### config.mk
export PLATFORM = sky130hd
export DESIGN_NAME = tank_bullets_flat
export DESIGN_NICKNAME = d
export VERILOG_FILES = /design/src/rtl/tank_pkg.sv /design/src/rtl/tank_bullets_if.sv /design/src/rtl/bullet_slot.sv /design/src/rtl/tank_trig.sv /design/src/rtl/tank_bullets.sv /design/src/flat_wrapper.sv
export SDC_FILE = /design/constraint.sdc
export NUM_CORES = 1
export LEC_CHECK = 0
export BUFFER_PORTS_ARGS = -buffer_cell sky130_fd_sc_hd__buf_2
export CAP_MARGIN = 5
export CORE_ASPECT_RATIO = 1.75
export CORE_MARGIN = 2
export CORE_UTILIZATION = 40
export DETAILED_ROUTE_END_ITERATION = 8
export SLEW_MARGIN = 5
export SYNTH_ARGS = -nofsm -noshare
export SYNTH_HDL_FRONTEND = slang
export SYNTH_SLANG_ARGS = --single-unit
### constraint.sdc
create_clock -name frame_clk -period 10.3 [get_ports frame_clk]
set_input_delay 0.515 -clock frame_clk [delete_from_list [all_inputs] [get_ports frame_clk]]
set_output_delay 0.515 -clock frame_clk [all_outputs]
set_load 0.02 [all_outputs]
### src/rtl/tank_pkg.sv
// Shared types, arena defaults and fixed-point helpers for the tank projectile datapath.
package tank_pkg;

    typedef logic [13:0] fix14_t;

    typedef struct packed {
        logic       neg;
        logic [7:0] mag;
    } sm9_t;

    localparam int unsigned ANGLE_STEPS  = 90;
    localparam logic [6:0]  HALF_TURN    = 7'(ANGLE_STEPS / 2);
    // Last angle step that still lies below 90 degrees.
    localparam logic [6:0]  QUARTER_TURN = 7'(ANGLE_STEPS / 4);

    localparam logic [9:0] ARENA_MIN_X_DEF = 10'd8;
    localparam logic [9:0] ARENA_MAX_X_DEF = 10'd631;
    localparam logic [9:0] ARENA_MIN_Y_DEF = 10'd8;
    localparam logic [9:0] ARENA_MAX_Y_DEF = 10'd471;

    function automatic logic signed [15:0] fix_step(fix14_t pos, sm9_t vel);
        logic signed [15:0] p;
        logic signed [15:0] m;
        p = signed'({2'b00, pos});
        m = signed'({8'h00, vel.mag});
        return vel.neg ? (p - m) : (p + m);
    endfunction

    function automatic logic fix_outside(logic signed [15:0] nxt, logic [9:0] lo, logic [9:0] hi);
        logic signed [15:0] lo_f;
        logic signed [15:0] hi_f;
        lo_f = signed'({2'b00, lo, 4'h0});
        hi_f = signed'({2'b00, hi, 4'hF});
        return (nxt < lo_f) || (nxt > hi_f);
    endfunction

endpackage

### src/rtl/tank_bullets_if.sv
// Keyboard/tank inputs, hit strobes and bullet outputs of the projectile pool.
interface tank_bullets_if #(
    parameter int unsigned NUM_BULLETS = 4
);
    logic [7:0]                  port_0;
    logic [7:0]                  port_1;
    logic [7:0]                  port_2;
    logic [7:0]                  port_3;
    logic [7:0]                  port_4;
    logic [7:0]                  port_5;
    logic [9:0]                  tank_x;
    logic [9:0]                  tank_y;
    logic [6:0]                  tank_angle;
    logic [NUM_BULLETS-1:0]      hit;
    logic [NUM_BULLETS-1:0]      bullet_active;
    logic [NUM_BULLETS-1:0][9:0] bullet_x;
    logic [NUM_BULLETS-1:0][9:0] bullet_y;
    logic                        fire_event;

    modport master (
        output port_0, port_1, port_2, port_3, port_4, port_5,
        output tank_x, tank_y, tank_angle, hit,
        input  bullet_active, bullet_x, bullet_y, fire_event
    );

    modport slave (
        input  port_0, port_1, port_2, port_3, port_4, port_5,
        input  tank_x, tank_y, tank_angle, hit,
        output bullet_active, bullet_x, bullet_y, fire_event
    );

endinterface

### src/rtl/bullet_slot.sv
// One projectile slot: spawn load, per-frame move with wall reflection, ageing and retirement.
module bullet_slot
    import tank_pkg::*;
#(
    parameter logic [9:0] LIFE        = 10'd300,
    parameter logic [9:0] ARENA_MIN_X = ARENA_MIN_X_DEF,
    parameter logic [9:0] ARENA_MAX_X = ARENA_MAX_X_DEF,
    parameter logic [9:0] ARENA_MIN_Y = ARENA_MIN_Y_DEF,
    parameter logic [9:0] ARENA_MAX_Y = ARENA_MAX_Y_DEF
) (
    input  logic       frame_clk,
    input  logic       Reset,
    input  logic       i_spawn,
    input  fix14_t     i_spawn_x,
    input  fix14_t     i_spawn_y,
    input  sm9_t       i_spawn_vx,
    input  sm9_t       i_spawn_vy,
    input  logic       i_hit,
    output logic       o_active,
    output logic [9:0] o_x,
    output logic [9:0] o_y
);

    logic               r_active;
    fix14_t             r_x;
    fix14_t             r_y;
    sm9_t               r_vx;
    sm9_t               r_vy;
    logic [9:0]         r_life;
    logic signed [15:0] w_next_x;
    logic signed [15:0] w_next_y;
    logic               w_out_x;
    logic               w_out_y;

    assign w_next_x = fix_step(r_x, r_vx);
    assign w_next_y = fix_step(r_y, r_vy);
    assign w_out_x  = fix_outside(w_next_x, ARENA_MIN_X, ARENA_MAX_X);
    assign w_out_y  = fix_outside(w_next_y, ARENA_MIN_Y, ARENA_MAX_Y);

    always_ff @(posedge frame_clk or posedge Reset) begin
        if (Reset) begin
            r_active <= 1'b0;
            r_x      <= '0;
            r_y      <= '0;
            r_vx     <= '0;
            r_vy     <= '0;
            r_life   <= '0;
        end else if (i_spawn) begin
            r_active <= 1'b1;
            r_x      <= i_spawn_x;
            r_y      <= i_spawn_y;
            r_vx     <= i_spawn_vx;
            r_vy     <= i_spawn_vy;
            r_life   <= LIFE;
        end else if (r_active) begin
            if (i_hit || (r_life == 10'd1)) begin
                r_active <= 1'b0;
            end else begin
                r_life <= r_life - 10'd1;
                // A wall bounce holds that axis for this frame and reverses its direction.
                if (w_out_x) r_vx.neg <= ~r_vx.neg;
                else         r_x      <= w_next_x[13:0];
                if (w_out_y) r_vy.neg <= ~r_vy.neg;
                else         r_y      <= w_next_y[13:0];
            end
        end
    end

    assign o_active = r_active;
    assign o_x      = r_x[13:4];
    assign o_y      = r_y[13:4];

endmodule

### src/rtl/tank_trig.sv
// Angle step (4 degrees each) to sign-magnitude sin/cos with amplitude 16.
module tank_trig
    import tank_pkg::*;
(
    input  logic [6:0] i_angle,
    output sm9_t       o_sin,
    output sm9_t       o_cos
);

    logic       w_lower;
    logic [6:0] w_half;
    logic       w_obtuse;
    logic [6:0] w_fold;
    logic [4:0] w_sin_mag;
    logic [4:0] w_cos_mag;

    // Fold into the first quadrant; sin sign follows the half-turn, cos sign the obtuse fold.
    always_comb begin
        w_lower  = (i_angle >= HALF_TURN);
        w_half   = w_lower ? (i_angle - HALF_TURN) : i_angle;
        w_obtuse = (w_half > QUARTER_TURN);
        w_fold   = w_obtuse ? (HALF_TURN - w_half) : w_half;
        {w_sin_mag, w_cos_mag} = 10'd0;
        case (w_fold)
            7'd0:  {w_sin_mag, w_cos_mag} = {5'd0,  5'd16};
            7'd1:  {w_sin_mag, w_cos_mag} = {5'd1,  5'd16};
            7'd2:  {w_sin_mag, w_cos_mag} = {5'd2,  5'd16};
            7'd3:  {w_sin_mag, w_cos_mag} = {5'd3,  5'd16};
            7'd4:  {w_sin_mag, w_cos_mag} = {5'd4,  5'd15};
            7'd5:  {w_sin_mag, w_cos_mag} = {5'd5,  5'd15};
            7'd6:  {w_sin_mag, w_cos_mag} = {5'd7,  5'd15};
            7'd7:  {w_sin_mag, w_cos_mag} = {5'd8,  5'd14};
            7'd8:  {w_sin_mag, w_cos_mag} = {5'd8,  5'd14};
            7'd9:  {w_sin_mag, w_cos_mag} = {5'd9,  5'd13};
            7'd10: {w_sin_mag, w_cos_mag} = {5'd10, 5'd12};
            7'd11: {w_sin_mag, w_cos_mag} = {5'd11, 5'd12};
            7'd12: {w_sin_mag, w_cos_mag} = {5'd12, 5'd11};
            7'd13: {w_sin_mag, w_cos_mag} = {5'd13, 5'd10};
            7'd14: {w_sin_mag, w_cos_mag} = {5'd13, 5'd9};
            7'd15: {w_sin_mag, w_cos_mag} = {5'd14, 5'd8};
            7'd16: {w_sin_mag, w_cos_mag} = {5'd14, 5'd7};
            7'd17: {w_sin_mag, w_cos_mag} = {5'd15, 5'd6};
            7'd18: {w_sin_mag, w_cos_mag} = {5'd15, 5'd5};
            7'd19: {w_sin_mag, w_cos_mag} = {5'd16, 5'd4};
            7'd20: {w_sin_mag, w_cos_mag} = {5'd16, 5'd3};
            7'd21: {w_sin_mag, w_cos_mag} = {5'd16, 5'd2};
            7'd22: {w_sin_mag, w_cos_mag} = {5'd16, 5'd1};
            default: {w_sin_mag, w_cos_mag} = 10'd0;
        endcase
    end

    assign o_sin = {w_lower && (w_sin_mag != 5'd0), 3'b000, w_sin_mag};
    assign o_cos = {(w_obtuse ^ w_lower) && (w_cos_mag != 5'd0), 3'b000, w_cos_mag};

endmodule

### src/rtl/tank_bullets.sv
// Per-tank projectile pool: fire edge detect, cooldown, free-slot pick, trig and the slot array.
module tank_bullets
    import tank_pkg::*;
#(
    parameter int unsigned NUM_BULLETS = 4,
    parameter logic [9:0]  LIFE        = 10'd300,
    parameter logic [5:0]  COOLDOWN    = 6'd15,
    parameter logic [7:0]  FIRE_KEY    = 8'h2C,
    parameter logic [9:0]  ARENA_MIN_X = ARENA_MIN_X_DEF,
    parameter logic [9:0]  ARENA_MAX_X = ARENA_MAX_X_DEF,
    parameter logic [9:0]  ARENA_MIN_Y = ARENA_MIN_Y_DEF,
    parameter logic [9:0]  ARENA_MAX_Y = ARENA_MAX_Y_DEF
) (
    input logic           frame_clk,
    input logic           Reset,
    tank_bullets_if.slave bus
);

    logic                        w_fire_now;
    logic                        r_fire_prev;
    logic [5:0]                  r_cooldown;
    logic                        r_fire_event;
    logic                        w_free;
    logic                        w_spawn;
    logic [NUM_BULLETS-1:0]      w_target;
    logic [NUM_BULLETS-1:0]      w_active;
    logic [NUM_BULLETS-1:0][9:0] w_bx;
    logic [NUM_BULLETS-1:0][9:0] w_by;
    sm9_t                        w_sin;
    sm9_t                        w_cos;
    logic [7:0]                  w_vx_mag;
    logic [7:0]                  w_vy_mag;
    sm9_t                        w_vx;
    sm9_t                        w_vy;

    assign w_fire_now = (bus.port_0 == FIRE_KEY) || (bus.port_1 == FIRE_KEY) ||
                        (bus.port_2 == FIRE_KEY) || (bus.port_3 == FIRE_KEY) ||
                        (bus.port_4 == FIRE_KEY) || (bus.port_5 == FIRE_KEY);

    // Lowest-index free slot, judged on occupancy before this edge's hits and expiries.
    always_comb begin
        w_target = '0;
        w_free   = 1'b0;
        for (int unsigned i = 0; i < NUM_BULLETS; i++) begin
            if (!w_active[i] && !w_free) begin
                w_target[i] = 1'b1;
                w_free      = 1'b1;
            end
        end
    end

    assign w_spawn = w_fire_now && !r_fire_prev && (r_cooldown == 6'd0) && w_free;

    tank_trig u_trig (
        .i_angle (bus.tank_angle),
        .o_sin   (w_sin),
        .o_cos   (w_cos)
    );

    // Screen y grows downward, so a positive sine means a negative y step.
    assign w_vx_mag = w_cos.mag << 2;
    assign w_vy_mag = w_sin.mag << 2;
    assign w_vx     = {w_cos.neg && (w_vx_mag != 8'd0), w_vx_mag};
    assign w_vy     = {!w_sin.neg && (w_vy_mag != 8'd0), w_vy_mag};

    always_ff @(posedge frame_clk or posedge Reset) begin
        if (Reset) begin
            r_fire_prev  <= 1'b1;
            r_cooldown   <= '0;
            r_fire_event <= 1'b0;
        end else begin
            r_fire_prev  <= w_fire_now;
            r_fire_event <= w_spawn;
            if (w_spawn)                  r_cooldown <= COOLDOWN;
            else if (r_cooldown != 6'd0) r_cooldown <= r_cooldown - 6'd1;
        end
    end

    for (genvar g = 0; g < NUM_BULLETS; g++) begin : g_slot
        bullet_slot #(
            .LIFE        (LIFE),
            .ARENA_MIN_X (ARENA_MIN_X),
            .ARENA_MAX_X (ARENA_MAX_X),
            .ARENA_MIN_Y (ARENA_MIN_Y),
            .ARENA_MAX_Y (ARENA_MAX_Y)
        ) u_slot (
            .frame_clk  (frame_clk),
            .Reset      (Reset),
            .i_spawn    (w_spawn && w_target[g]),
            .i_spawn_x  ({bus.tank_x, 4'h0}),
            .i_spawn_y  ({bus.tank_y, 4'h0}),
            .i_spawn_vx (w_vx),
            .i_spawn_vy (w_vy),
            .i_hit      (bus.hit[g]),
            .o_active   (w_active[g]),
            .o_x        (w_bx[g]),
            .o_y        (w_by[g])
        );
    end

    assign bus.bullet_active = w_active;
    assign bus.bullet_x      = w_bx;
    assign bus.bullet_y      = w_by;
    assign bus.fire_event    = r_fire_event;

endmodule
### src/flat_wrapper.sv
// flat-port wrapper written by rule: the top's interface ports become plain ports
module tank_bullets_flat import tank_pkg::*;
#(
    parameter int unsigned NUM_BULLETS = 4,
    parameter logic [9:0]  LIFE        = 10'd300,
    parameter logic [5:0]  COOLDOWN    = 6'd15,
    parameter logic [7:0]  FIRE_KEY    = 8'h2C,
    parameter logic [9:0]  ARENA_MIN_X = ARENA_MIN_X_DEF,
    parameter logic [9:0]  ARENA_MAX_X = ARENA_MAX_X_DEF,
    parameter logic [9:0]  ARENA_MIN_Y = ARENA_MIN_Y_DEF,
    parameter logic [9:0]  ARENA_MAX_Y = ARENA_MAX_Y_DEF
)
  (frame_clk, Reset, bus_port_0, bus_port_1, bus_port_2, bus_port_3, bus_port_4, bus_port_5, bus_tank_x, bus_tank_y, bus_tank_angle, bus_hit, bus_bullet_active, bus_bullet_x, bus_bullet_y, bus_fire_event);
  tank_bullets_if #(.NUM_BULLETS(NUM_BULLETS)) bus_i ();
  input logic frame_clk;
  input logic Reset;
  input wire logic [$bits(bus_i.port_0)-1:0] bus_port_0;
  input wire logic [$bits(bus_i.port_1)-1:0] bus_port_1;
  input wire logic [$bits(bus_i.port_2)-1:0] bus_port_2;
  input wire logic [$bits(bus_i.port_3)-1:0] bus_port_3;
  input wire logic [$bits(bus_i.port_4)-1:0] bus_port_4;
  input wire logic [$bits(bus_i.port_5)-1:0] bus_port_5;
  input wire logic [$bits(bus_i.tank_x)-1:0] bus_tank_x;
  input wire logic [$bits(bus_i.tank_y)-1:0] bus_tank_y;
  input wire logic [$bits(bus_i.tank_angle)-1:0] bus_tank_angle;
  input wire logic [$bits(bus_i.hit)-1:0] bus_hit;
  output wire logic [$bits(bus_i.bullet_active)-1:0] bus_bullet_active;
  output wire logic [$bits(bus_i.bullet_x)-1:0] bus_bullet_x;
  output wire logic [$bits(bus_i.bullet_y)-1:0] bus_bullet_y;
  output wire logic [$bits(bus_i.fire_event)-1:0] bus_fire_event;
  assign bus_i.port_0 = bus_port_0;
  assign bus_i.port_1 = bus_port_1;
  assign bus_i.port_2 = bus_port_2;
  assign bus_i.port_3 = bus_port_3;
  assign bus_i.port_4 = bus_port_4;
  assign bus_i.port_5 = bus_port_5;
  assign bus_i.tank_x = bus_tank_x;
  assign bus_i.tank_y = bus_tank_y;
  assign bus_i.tank_angle = bus_tank_angle;
  assign bus_i.hit = bus_hit;
  assign bus_bullet_active = bus_i.bullet_active;
  assign bus_bullet_x = bus_i.bullet_x;
  assign bus_bullet_y = bus_i.bullet_y;
  assign bus_fire_event = bus_i.fire_event;
  tank_bullets #(.NUM_BULLETS(NUM_BULLETS), .LIFE(LIFE), .COOLDOWN(COOLDOWN), .FIRE_KEY(FIRE_KEY), .ARENA_MIN_X(ARENA_MIN_X), .ARENA_MAX_X(ARENA_MAX_X), .ARENA_MIN_Y(ARENA_MIN_Y), .ARENA_MAX_Y(ARENA_MAX_Y)) u_core (.frame_clk(frame_clk), .Reset(Reset), .bus(bus_i));
endmodule
==> summary.txt <==
Status
  – Status: finished clean

Detailed routing
  – Antenna-violating nets left: 0
  – DRC Markers: 0
  – WL final: approximately 47000 microns
  – DR iter-0 viols: 960
  – DR WL/cell: 19.1 microns
  – Drt via density: 5.81
  – Pre-Repair DR Iteration Count: 5
  – Via count: 14.2k

Worst setup path
  – CP max-delay cell: nand4_1
  – CP delay by family, top: simple AND/OR/NAND/NOR gates
  – Type of the worst setup path: flip-flop to flip-flop
  – Arrival @ worst endpoint: ~4600 ps
  – Worst Setup End Kind: flip-flop
  – CP cell instances: inv_1, ha_1, inv_1, fa_1, a211oi_1, o211ai_1, xnor2_1, o221a_2, nor3_1, a21o_1, nand4_1, and3b_1, nor3_1
  – Critical Path Start Type: flip-flop
  – CP max stage delay: approximately 750 ps
  – Worst Path Buf+Inv: 2
  – Critical path peak fanout: 20
  – CP Data Required Time: approximately 11000 ps

Pwr
  – VDD IR max: approximately 0.096 mV
  – Clock power share: 0.299
  – Comb pwr share: 0.281
  – Seq pwr share: 0.420
  – Sw frac: 0.368
  – PwrDens: about 130 nW/um^2
  – Leakage: about 0.0078 uW
  – Tot Pwr: ~2200 uW
  – Internal power: around 1400 uW
  – NetSw: 808 uW

Logic synthesis
  – Largest cells by area after synthesis: dfrtp_1 30%, ha_1 7.4%, nand2_1 4.8%
  – Mapped Cells: approximately 1.9k
  – FF+latch count, synth: ~200
  – Post-synth EDFFs: 0
  – Synth Flop Type: dfrtp_1
  – Synth Cell Area: about 16000 sq um
  – YS warnings: 0
  – Seq/Total Area, Yosys: 0.306
  – Synth cell types: 100
  – Syn nets: 2103
  – Avg Inst Size Synth: 8.39 sq um
  – Post-synth top area share: 0.304
  – Async SR Flop Fraction: 1.00
  – Yosys top cell by area: dfrtp_1

Finish
  – Layout cells sized above 1: 0.157
  – Fin cells: approximately 2.4k
  – Area grow syn2layout: 7.11%
  – Antenna cells: 0
  – Finished Cell Area: 17200 sq um
  – Core Util, Final: 0.431
  – NumNets Final: 2131

Run
  – Max-cap violations: 0

Placed design
  – Detailed placement HPWL: 35900 microns
  – Gpl congestion: 0.916
  – Inst Count DP: 2415
  – Placed inst area: ~17000 sq um
  – I/O Buffers: approximately 170

STA
  – Clock skew: between 10 and 15 ps
  – Worst slew pin tran: approximately 1400 ps
  – Max Transition Viols Final: 0
  – Fin. Hold Viols: 0
  – RSZ-0062 raised after global routing: false
  – Setup violations, final: 0
  – Tcrit/Tclk final: 0.412
  – Fmax: 236 MHz
  – Crit path time final: roughly 4200 ps
  – Worst rel slew slack: 0.0919
  – Setup tns final: 0 ps

Clock network
  – Setup repair bufs after CTS: 0
  – Worst skew pair latency: 470 ps
  – Clk buf depth: 2
  – H-tree level count: 4
  – Post-cts sizing count: 0
  – CTS root buf: clkbuf_16
  – Total CTS buffers: 17
  – Hold bufs inserted after CTS: 0
  – Worst-path clk slew: roughly 80 ps
  – TritonCTS clock tree: done
  – Clk sinks: 196

Global routing
  – First-pass GRT wire length: 74500 microns
  – Overflow after GRT: 0
  – Total GRT Usage: 0.226
  – Largest net degree at the start of global routing: around 130
  – Vias in the first global route: 14.0k
  – Initial antenna violation count: 0

Die
  – Die Height: 269 microns
  – Starting Density: 0.403
  – Boundary Pins: around 170
  – Rows: 97
  – Core ar.: around 40000 sq um
  – DIE AREA: between 40000 and 50000 sq um
  – Die X: around 160 microns

Hold path
  – Hold Crit Class: primary input to asynchronous set/reset pin
-- cell usage in the layout, fill, tap and decap left out, types with 9 or more instances in the layout --
cell	synthesis	routed
o221a_2	37	37
nand4_1	18	18
nor2b_1	20	20
nand2b_1	29	29
o211ai_1	19	19
nor4_1	20	20
and2_1	9	9
inv_1	132	131
o22ai_1	12	12
o221ai_1	10	10
or3_1	22	20
and3b_1	11	11
dfrtp_1	195	195
nor3_1	55	52
fa_1	16	16
nand3_1	50	50
a21oi_1	76	76
xor2_1	30	30
ha_1	95	95
clkbuf_16	0	17
a21o_1	10	10
a31oi_1	9	9
nor4b_1	11	11
or2_2	14	14
buf_4	85	11
buf_2	12	165
o21ai_0	148	148
xnor2_1	68	68
o21bai_1	10	10
a22oi_1	15	15
nand3b_1	14	14
nor2_1	136	135
and3_1	10	10
a211oi_1	27	27
o31ai_1	20	20
mux2i_1	30	30
nand2_1	203	203
o21a_1	19	19
-- kinds of logic after synthesis --
family | after synthesis | share of synthesized area
XOR/XNOR | 98 | 0.0536
flip-flops | 196 | 0.306
AO/OA/AOI/OAI | 510 | 0.224
multiplexers | 38 | 0.0245
buffers and inverters | 299 | 0.0918
adder cells (fa/ha/maj) | 111 | 0.0941
AND/OR/NAND/NOR | 659 | 0.206
-- final cells by class --
cell class / count / area, sq um
sequential: 196 / 4910
clock buffer: 17 / 425
inverter: 132 / 503
clock inverter: 15 / 123
tap: 495 / 619
fill: 4020 / 22600
multi-input combinational: 1416 / 9680
timing repair buffer: 176 / 908
-- Yosys cell counts, drive strengths merged, types with 15 or more instances --
master and instances:
a211oi 27, a21oi 76, a22oi 15, buf 100, clkbuf 67, dfrtp 195, fa 16, ha 95
inv 132, mux2i 31, nand2 203, nand2b 29, nand3 50, nand3b 15, nand4 18, nor2 138
nor2b 21, nor3 56, nor4 20, o211ai 19, o21a 19, o21ai 157, o221a 37, o31ai 20
or2 16, or3 23, xnor2 68, xor2 30
-- layer usage --
layer / up-vias / global-route usage / wire [microns]
met3: 99 / 0.0363 / 1940
li1: 6827 / - / -
met1: 6920 / 0.254 / 18400
met5: - / 0 / 0
met2: 359 / 0.400 / 23400
met4: 0 / 0.136 / 3010
-- flip-flops by register name (all words and copies together), names as in the netlist --
signal / count
u_core.g_slot.u_slot.r_x: 48
u_core.g_slot.u_slot.r_y: 48
u_core.g_slot.u_slot.r_life: 40
u_core.g_slot.u_slot.r_vx: 24
u_core.g_slot.u_slot.r_vy: 24
u_core.r_cooldown: 6
u_core.g_slot.u_slot.o_active: 4
u_core.bus.fire_event: 1
u_core.r_fire_prev: 1
-- worst paths after layout --
check	start	slack (ps)	cells past startpoint	endpoint
min in group frame_clk	bus_port_5[2]	320	3	u_core.r_fire_prev
max in group asynchronous	Reset	8620	3	u_core.g_slot[3].u_slot.r_x[10]
hold / removal	Reset	180	2	u_core.g_slot[2].u_slot.r_x[9]
hold reg to reg	u_core.r_cooldown[4]	510	2	u_core.r_cooldown[4]
setup / recovery	u_core.g_slot[3].u_slot.r_x[2]	6050	13	u_core.g_slot[3].u_slot.r_x[13]
setup reg to reg	u_core.g_slot[3].u_slot.r_x[2]	6050	13	u_core.g_slot[3].u_slot.r_x[13]
-- power by group through the flow --
stage / logic [uW] / registers (uW) / clock network [uW]
5_1_grt: 693 / 933 / 702
6_report: 618 / 922 / 655
4_1_cts: 619 / 921 / 672
2_1_floorplan: 509 / 893 / 0
3_5_place_dp: 616 / 936 / 0
3_3_place_gp: 607 / 935 / 0
-- per-stage QoR --
step	hold slack, ps	setup slack [ps]
after floorplan	461	4450
after global placement	482	5880
after detailed placement	498	5780
after CTS	271	6140
after global routing	283	5700
final	179	6050
Note: power is estimated with default switching activity, not from simulation.
